--- src/rtl/ray_id_alloc_pkg.sv ---
// ============================================================================
// ray_id_alloc_pkg : shared ray-tracer types for the ray-ID allocator
// Rev 1.0
// ============================================================================
`default_nettype none

package ray_id_alloc_pkg;

    localparam int NUM_RAYS_DEF = 64;
    localparam int RAY_ID_W     = $clog2(NUM_RAYS_DEF);
    localparam int COORD_W      = 16;
    localparam int PIXEL_W      = 20;

    typedef logic [PIXEL_W-1:0]  pixelID_t;
    typedef logic [RAY_ID_W-1:0] rayID_t;

    typedef struct packed {
        logic [COORD_W-1:0] x;
        logic [COORD_W-1:0] y;
        logic [COORD_W-1:0] z;
    } vector_t;

    typedef struct packed {
        pixelID_t pixelID;
        vector_t  origin;
        vector_t  dir;
    } prg_ray_t;

    typedef struct packed {
        rayID_t  rayID;
        vector_t origin;
        vector_t dir;
    } tagged_ray_t;

    function automatic tagged_ray_t tag_ray(input rayID_t id, input prg_ray_t r);
        tagged_ray_t t;
        t.rayID  = id;
        t.origin = r.origin;
        t.dir    = r.dir;
        return t;
    endfunction

endpackage

`default_nettype wire

--- src/rtl/ray_id_alloc_id_free_fifo.sv ---
// ============================================================================
// id_free_fifo : circular free list of ray IDs with power-up fill and
//                sticky over-free detection
// Rev 1.0
// ============================================================================
`default_nettype none

module id_free_fifo
    import ray_id_alloc_pkg::*;
#(
    parameter int NUM_RAYS = NUM_RAYS_DEF,
    parameter int ID_W     = $clog2(NUM_RAYS)
) (
    input  logic            clk,
    input  logic            rst,
    input  logic            i_pop,
    output logic [ID_W-1:0] o_head_id,
    input  logic            i_push,
    input  logic [ID_W-1:0] i_push_id,
    output logic [ID_W:0]   o_count,
    output logic            o_run,
    output logic            o_overfree
);

    localparam logic [0:0]    S_INIT   = 1'b0;
    localparam logic [0:0]    S_RUN    = 1'b1;
    localparam logic [ID_W:0] C_FULL   = (ID_W+1)'(NUM_RAYS);
    localparam logic [ID_W-1:0] C_LAST = ID_W'(NUM_RAYS - 1);

    logic [0:0]      r_state;
    logic [ID_W-1:0] r_init_cnt;
    logic [ID_W-1:0] r_head;
    logic [ID_W-1:0] r_tail;
    logic [ID_W:0]   r_count;
    logic            r_overfree;
    logic [ID_W-1:0] r_list [NUM_RAYS];

    logic w_run;
    logic w_full;
    logic w_push_ok;
    logic w_pop_ok;

    assign w_run     = (r_state == S_RUN);
    assign w_full    = (r_count == C_FULL);
    assign w_push_ok = w_run && i_push && !w_full;
    assign w_pop_ok  = w_run && i_pop && (r_count != '0);

    always_ff @(posedge clk) begin
        if (!rst) begin
            r_state    <= S_INIT;
            r_init_cnt <= '0;
            r_head     <= '0;
            r_tail     <= '0;
            r_count    <= '0;
            r_overfree <= 1'b0;
        end else begin
            case (r_state)
                S_INIT: begin
                    r_init_cnt <= r_init_cnt + 1'b1;
                    if (r_init_cnt == C_LAST) begin
                        r_state <= S_RUN;
                        r_head  <= '0;
                        r_tail  <= '0;
                        r_count <= C_FULL;
                    end
                end
                default: begin
                    if (w_pop_ok)
                        r_head <= r_head + 1'b1;
                    if (w_push_ok)
                        r_tail <= r_tail + 1'b1;
                    // Simultaneous push and pop leave the occupancy unchanged
                    case ({w_push_ok, w_pop_ok})
                        2'b10:   r_count <= r_count + 1'b1;
                        2'b01:   r_count <= r_count - 1'b1;
                        default: r_count <= r_count;
                    endcase
                    if (i_push && w_full)
                        r_overfree <= 1'b1;
                end
            endcase
        end
    end

    always_ff @(posedge clk) begin
        if (rst) begin
            if (r_state == S_INIT)
                r_list[r_init_cnt] <= r_init_cnt;
            else if (w_push_ok)
                r_list[r_tail] <= i_push_id;
        end
    end

    assign o_head_id  = r_list[r_head];
    assign o_count    = r_count;
    assign o_run      = w_run;
    assign o_overfree = r_overfree;

endmodule

`default_nettype wire

--- src/rtl/ray_id_alloc.sv ---
// ============================================================================
// ray_id_alloc : tags primary rays with free ray IDs, records their pixel,
//                and reports the pixel when an ID is retired
// Rev 1.0
// ============================================================================
`default_nettype none

module ray_id_alloc
    import ray_id_alloc_pkg::*;
#(
    parameter int NUM_RAYS = NUM_RAYS_DEF,
    parameter int ID_W     = $clog2(NUM_RAYS)
) (
    input  logic            clk,
    input  logic            rst,
    input  logic            prg_to_shader_valid,
    input  prg_ray_t        prg_to_shader_data,
    output logic            prg_to_shader_stall,
    output logic            ray_out_valid,
    output tagged_ray_t     ray_out_data,
    input  logic            ray_out_stall,
    input  logic            free_valid,
    input  logic [ID_W-1:0] free_rayID,
    output logic            pix_valid,
    output pixelID_t        pix_pixelID,
    output logic [ID_W:0]   free_count,
    output logic            err_overfree
);

    logic [ID_W-1:0] w_head_id;
    logic [ID_W:0]   w_count;
    logic            w_run;
    logic            w_stall;
    logic            w_accept;
    logic            w_free;

    logic            r_out_valid;
    tagged_ray_t     r_out_data;
    logic            r_pix_valid;
    pixelID_t        r_pix_id;
    pixelID_t        r_pix_table [NUM_RAYS];

    // Stall is built from registered occupancy only, so a freed ID is usable next cycle
    assign w_stall  = !w_run || (w_count == '0) || (r_out_valid && ray_out_stall);
    assign w_accept = prg_to_shader_valid && !w_stall;
    assign w_free   = w_run && free_valid;

    id_free_fifo #(
        .NUM_RAYS (NUM_RAYS),
        .ID_W     (ID_W)
    ) u_free_fifo (
        .clk        (clk),
        .rst        (rst),
        .i_pop      (w_accept),
        .o_head_id  (w_head_id),
        .i_push     (w_free),
        .i_push_id  (free_rayID),
        .o_count    (w_count),
        .o_run      (w_run),
        .o_overfree (err_overfree)
    );

    always_ff @(posedge clk) begin
        if (!rst) begin
            r_out_valid <= 1'b0;
            r_out_data  <= '0;
        end else if (w_accept) begin
            r_out_valid <= 1'b1;
            r_out_data  <= tag_ray(rayID_t'(w_head_id), prg_to_shader_data);
        end else if (!ray_out_stall) begin
            r_out_valid <= 1'b0;
        end
    end

    always_ff @(posedge clk) begin
        if (rst && w_accept)
            r_pix_table[w_head_id] <= prg_to_shader_data.pixelID;
    end

    // The owner is reported even when the free itself is dropped as an over-free
    always_ff @(posedge clk) begin
        if (!rst) begin
            r_pix_valid <= 1'b0;
            r_pix_id    <= '0;
        end else begin
            r_pix_valid <= w_free;
            if (w_free)
                r_pix_id <= r_pix_table[free_rayID];
        end
    end

    assign prg_to_shader_stall = w_stall;
    assign ray_out_valid       = r_out_valid;
    assign ray_out_data        = r_out_data;
    assign pix_valid           = r_pix_valid;
    assign pix_pixelID         = r_pix_id;
    assign free_count          = w_count;

endmodule

`default_nettype wire
--- config.mk ---
export PLATFORM = sky130hd
export DESIGN_NAME = ray_id_alloc
export DESIGN_NICKNAME = d
export VERILOG_FILES = /design/src/rtl/ray_id_alloc_pkg.sv /design/src/rtl/ray_id_alloc_id_free_fifo.sv /design/src/rtl/ray_id_alloc.sv
export SDC_FILE = /design/constraint.sdc
export NUM_CORES = 2
export LEC_CHECK = 0
export CAP_MARGIN = 20
export CORE_MARGIN = 1
export CORE_UTILIZATION = 38
export CTS_CLUSTER_DIAMETER = 80
export DETAILED_ROUTE_END_ITERATION = 8
export PLACE_DENSITY = 0.52
export SLEW_MARGIN = 10
export SYNTH_ARGS = -nofsm -noshare
export SYNTH_HDL_FRONTEND = slang
export SYNTH_SLANG_ARGS = --single-unit
--- constraint.sdc ---
create_clock -name clk -period 12 [get_ports clk]
set_clock_uncertainty 0.15 [all_clocks]
set_input_delay 3.6 -clock clk [delete_from_list [all_inputs] [get_ports clk]]
set_output_delay 3.6 -clock clk [all_outputs]
set_load 0.01 [all_outputs]
# After elaboration in Yosys (flattened, before gate mapping)

Memories as Yosys holds them, arrays and structs flattened. A register that Yosys moved wholly into a read port is not among the register bits.
Index checks and enable logic that the tools add are counted.

Mux-type cells: 26
Shift operators: 0
$lt $le $gt $ge: 0
$add $sub $neg: 5
Equality and inequality tests: 8
Div/mod/pow operators: 0
$mul: 0
Bitwise gates (word level): 0
Reductions and logical operators: 23

Operators with widths:

| cell                | count |
|---|---|
| $mux 6              | 9 |
| $add 6x1->6 const B | 3 |
| $mux 1              | 14 |
| $mux 7              | 2 |
| $pmux 7 s2          | 1 |
| $logic_and 1x1->1   | 9 |
| $reduce_and 2->1    | 4 |
| $add 7x1->7 const B | 1 |
| $eq 7x7->1 const B  | 1 |
| $logic_not 7->1     | 1 |
| $reduce_bool 7->1   | 1 |
| $sub 7x1->7 const B | 1 |
| $eq 6x6->1 const B  | 1 |
| $reduce_or 6->1     | 1 |
| $logic_not 1->1     | 4 |
| $ne 2x2->1 const B  | 2 |
| $ne 3x3->1 const B  | 1 |
| $eq 2x1->1 const B  | 1 |
| $eq 2x2->1 const B  | 1 |
| $logic_or 1x1->1    | 2 |
| $ne 2x1->1 const B  | 1 |
| $reduce_bool 2->1   | 1 |

Register bits: 131
Latch bits: 0
RAM bits: 1664
ROM bits: 0
Memories kept: 2
Output and inout port bits: 133

Memories:

| memory             | words | bits a word | read ports | clocked after Yosys merged registers in | write ports | RTL line                        | text |
|---|---|---|---|---|---|---|---|
| r_pix_table        | 64    | 20          | 1          | 1                                       | 1           | ray_id_alloc.sv:41              | `pixelID_t r_pix_table [NUM_RAYS];` |
| u_free_fifo.r_list | 64    | 6           | 1          | 1                                       | 1           | ray_id_alloc_id_free_fifo.sv:36 | `logic [ID_W-1:0] r_list [NUM_RAYS];` |

# Longest topological paths before layout

Word-level depth: 11
Mapped depth: 15

# Hierarchy

From an unflattened synthesis, not the netlist that was laid out.

Cells, all modules: 3901
Area total of the unflattened synthesis: 70950.5 um^2

Modules (own cells, without submodules):

| module       | seq. area each (um^2) | area an instance (um^2) | cells an instance | instances |
|---|---|---|---|---|
| ray_id_alloc | 40919.2               | 54078.1                 | 3023              | 1 |
| id_free_fifo | 12191.7               | 16872.4                 | 878               | 1 |

# Least setup slack after synthesis

Ideal clock, no wire load.

Path kind: input to output
Start: input port ray_out_stall
End: output port prg_to_shader_stall
Cell stages on the path: 2
Path buffers: 0
Data required time: 8.250 ns
Arrival: 3.965 ns
Setup slack: 4.285 ns
Path through: a21bo_2 > o21bai_1

Word-level cells in the longest chain between the ends: 2

RTL lines:

| element           | RTL line           | text |
|---|---|---|
| start, declared   | ray_id_alloc.sv:21 | `input logic ray_out_stall,` |
| $logic_and 1x1->1 | ray_id_alloc.sv:44 | `assign w_stall = !w_run \|\| (w_count == '0) \|\| (r_out_valid && ray_out_stall);` |
| $logic_or 1x1->1  | ray_id_alloc.sv:44 |  |
| end, declared     | ray_id_alloc.sv:18 | `output logic prg_to_shader_stall,` |

Every way passes these cells.

# Worst setup path in the final report

Ends and elaborated chain as after synthesis.

==> run_results.csv <==
group,metric,value,unit
run_status,outcome,"finished, final reports clean",
setup_path,cp_data_arrival_time,4860,ps
route,firstDrtPassIters,5,
yosys,synthFlopType,"edfxtp_1",
pwr,p_per_area,162,nW/um^2
clocking,cts_buffer_depth,3,
yosys,syn_nets,3505,
route,drtIter0Drc,3042,
global_route,grt_max_degree,111,
pwr,p_switching,2.81,mW
placed_design,dpl_cell_area,75900,sq um
placed_design,gp_congestion,0.775,
layout,drive_gt1_frac,0.254,
floorplan,io_pins,260,
pwr,p_sw_frac,0.211,
pwr,share_comb_of_total_power,0.039,
sta,timing.hold.ws,312,ps
layout,final_cell_area,82200,sq um
floorplan,die_y,431,microns
sta,finalCriticalPeriod,8610,ps
placed_design,numPortBuffers,259,
global_route,grt_pass1_vias,34600,
yosys,yosysWarnings,0,
clocking,clock_latency,830,ps
route,wl_per_cell,27.7,microns
yosys,yosysUniqueCellTypes,60,
pwr,sequentialPowerShare,0.519,
pwr,power,13.3,mW
clocking,numCtsBuffers,192,
layout,nets,3890,
pwr,clkPwrFrac,0.441,
setup_path,startpoint_type,"input pin",
floorplan,core_area,183000,sq um
layout,fin_cells,6387,
setup_path,crit_path_end_kind,"output port",
yosys,synth-async-reset-ratio,0,
clocking,cts_tree,"done",
layout,syn2layout_area_growth,17.5,%
route,via_count,33900,
worst_hold_path,hold_path.class,"register to register",
route,viasPerCell,5.31,
global_route,grt_pass1_wl,255000,microns
clocking,cts.clk_slew.worst_paths,60,ps
yosys,synth_top_area_share,0.714,
pwr,internal_power,10.5,mW
sta,setup_tns,0,ps
placed_design,dp.cells,6022,
layout,nFillCells,15600,
yosys,synth_enable_flop_cells,1664,
route,maxUsedRoutingLayer,"met5",
global_route,grtUsageTotal,0.191,
sta,fin_crit_sh,0.717,
sta,max_freq,116,MHz
setup_path,crit_fanout,2,
route,routed-wl-met3,8480,microns
flow_run,cap_viol_max_count,0,
pwr,leakage,25.5,nW
yosys,yosys_register_bits,1821,
setup_path,path_class,"input pin to output port",
floorplan,num_rows,157,
floorplan,start_util,0.382,
sta,slew-limit-headroom,0.279,
route,wl_met1,77100,microns
sta,tightest_slew,1080,ps
global_route,antenna_found_initial,5,
yosys,yosysMostFrequentCell,"edfxtp_1",
clocking,cts_max_level,4,
yosys,yosysTopAreaCell,"edfxtp_1",
floorplan,dieArea,186000,sq um
sta,slew_viol_final,0,
pwr,peakVddDrop,138,uV
placed_design,dp_hpwl,107000,microns
sta,rsz0062_at_grt,"false",
route,ant_nets,0,
yosys,synth.area.top_cells,"edfxtp_1 71%, mux4_2 16%, dfxtp_1 4.5%",
clocking,clock_sinks,1821,
route,wirelength,177000,microns
route,wl_met2,86000,microns
yosys,netlist_instances,3368,
sta,hold_viol,0,
clocking,cts_resized,0,
yosys,netlist_area,70000,sq um
yosys,ys_top_cells_by_count,"1664 x edfxtp_1, 495 x mux4_2, 253 x nand2_1",
sta,setup_violations,0,
clocking,postCtsSetupRepairBufs,0,
route,drc,0,
yosys,yosysSeqAreaShare,0.759,
clocking,cts_hold_buffers,0,
global_route,grt.overflow.total,0,
floorplan,die_x,431,microns
setup_path,crit_required,8250,ps
clocking,root_buffer,"clkbuf_16",
yosys,syn_area_per_cell,20.8,sq um
[per-stage QoR]
stage	utilization	setup WS [ps]
floorplan	-	4280
finish	0.449	3390
global route	0.449	3350
CTS	0.449	3390
global placement	0.415	3380
detailed placement	0.415	3390
[cells by family after synthesis]
kind of cell             Yosys count  synth area share
AO/OA/AOI/OAI                    240            0.0238
XOR/XNOR                          18           0.00225
adder cells (fa/ha/maj)           10           0.00190
buffers and inverters            187            0.0118
flip-flops                      1821             0.759
multiplexers                     557             0.168
AND/OR/NAND/NOR                  535            0.0326
[power groups by stage]
stage / Combinational [mW] / Sequential (mW) / Clock (mW)
6_report: 0.520 / 6.92 / 5.88
2_1_floorplan: 0.256 / 7.05 / 0
3_3_place_gp: 0.530 / 7.05 / 0
3_5_place_dp: 0.534 / 7.05 / 0
5_1_grt: 0.551 / 6.92 / 6.26
4_1_cts: 0.534 / 6.92 / 6.03
[final cells by class]
class / count / area (sq um) / share of cell area
antenna: 2 / 5.00 / 0.0000609
clock buffer: 256 / 5170 / 0.0630
multi-input combinational: 1360 / 16300 / 0.198
timing repair buffer: 369 / 3450 / 0.0419
sequential: 1821 / 53100 / 0.646
inverter: 9 / 36.3 / 0.000441
tap: 2464 / 3080 / 0.0375
clock inverter: 106 / 1080 / 0.0131
[routing by layer]
layer | vias up | global-route usage
met5 | - | 0.00104
met2 | 864 | 0.306
li1 | 14600 | -
met1 | 18100 | 0.264
met3 | 252 | 0.0334
met4 | 2 | 0.0595
[state kept, by name (all words and copies together), names as in the netlist, named ones only]
signal and flops:
ray_out_valid 1, r_pix_table 1280, u_free_fifo.r_tail 6, u_free_fifo.r_init_cnt 6, pix_pixelID 20, u_free_fifo.r_list 384, ray_out_data 102, u_free_fifo.r_head 6
pix_valid 1, u_free_fifo.o_count 7, u_free_fifo.o_overfree 1, u_free_fifo.o_run 1
[worst max-delay path: stages]
cell and delay, ps:
clkdlybuf4s50_1 410, a21bo_2 210, o21bai_1 140, clkdlybuf4s50_1 490
[worst paths after layout]
check / start / endpoint / slack [ps] / cells after the start
hold / removal: ray_out_data[55] / ray_out_data[55] / 310 / 2
setup / recovery: ray_out_stall / prg_to_shader_stall / 3390 / 4
setup reg to reg: register / r_pix_table[43][14] / 6550 / 8
hold reg to reg: ray_out_data[55] / ray_out_data[55] / 310 / 2
[layout by cell type, fill, tap and decap left out, drive strengths merged, types with 8 or more instances in the layout]
| cell type | count |
|---|---|
| edfxtp | 1664 |
| mux4 | 495 |
| clkbuf | 256 |
| nand2 | 253 |
| clkdlybuf4s50 | 233 |
| nor2 | 166 |
| dfxtp | 157 |
| buf | 136 |
| a21boi | 104 |
| clkinv | 79 |
| mux2i | 53 |
| nand3 | 46 |
| o21ai | 35 |
| a21oi | 33 |
| inv | 19 |
| bufinv | 16 |
| a22oi | 15 |
| and2 | 14 |
| nand2b | 11 |
| xor2 | 10 |
| mux2 | 9 |
| ha | 9 |
| a31oi | 9 |
| nor3 | 9 |
| o22ai | 8 |
| o221ai | 8 |
| xnor2 | 8 |
Note: power is estimated with default switching activity, not from simulation.
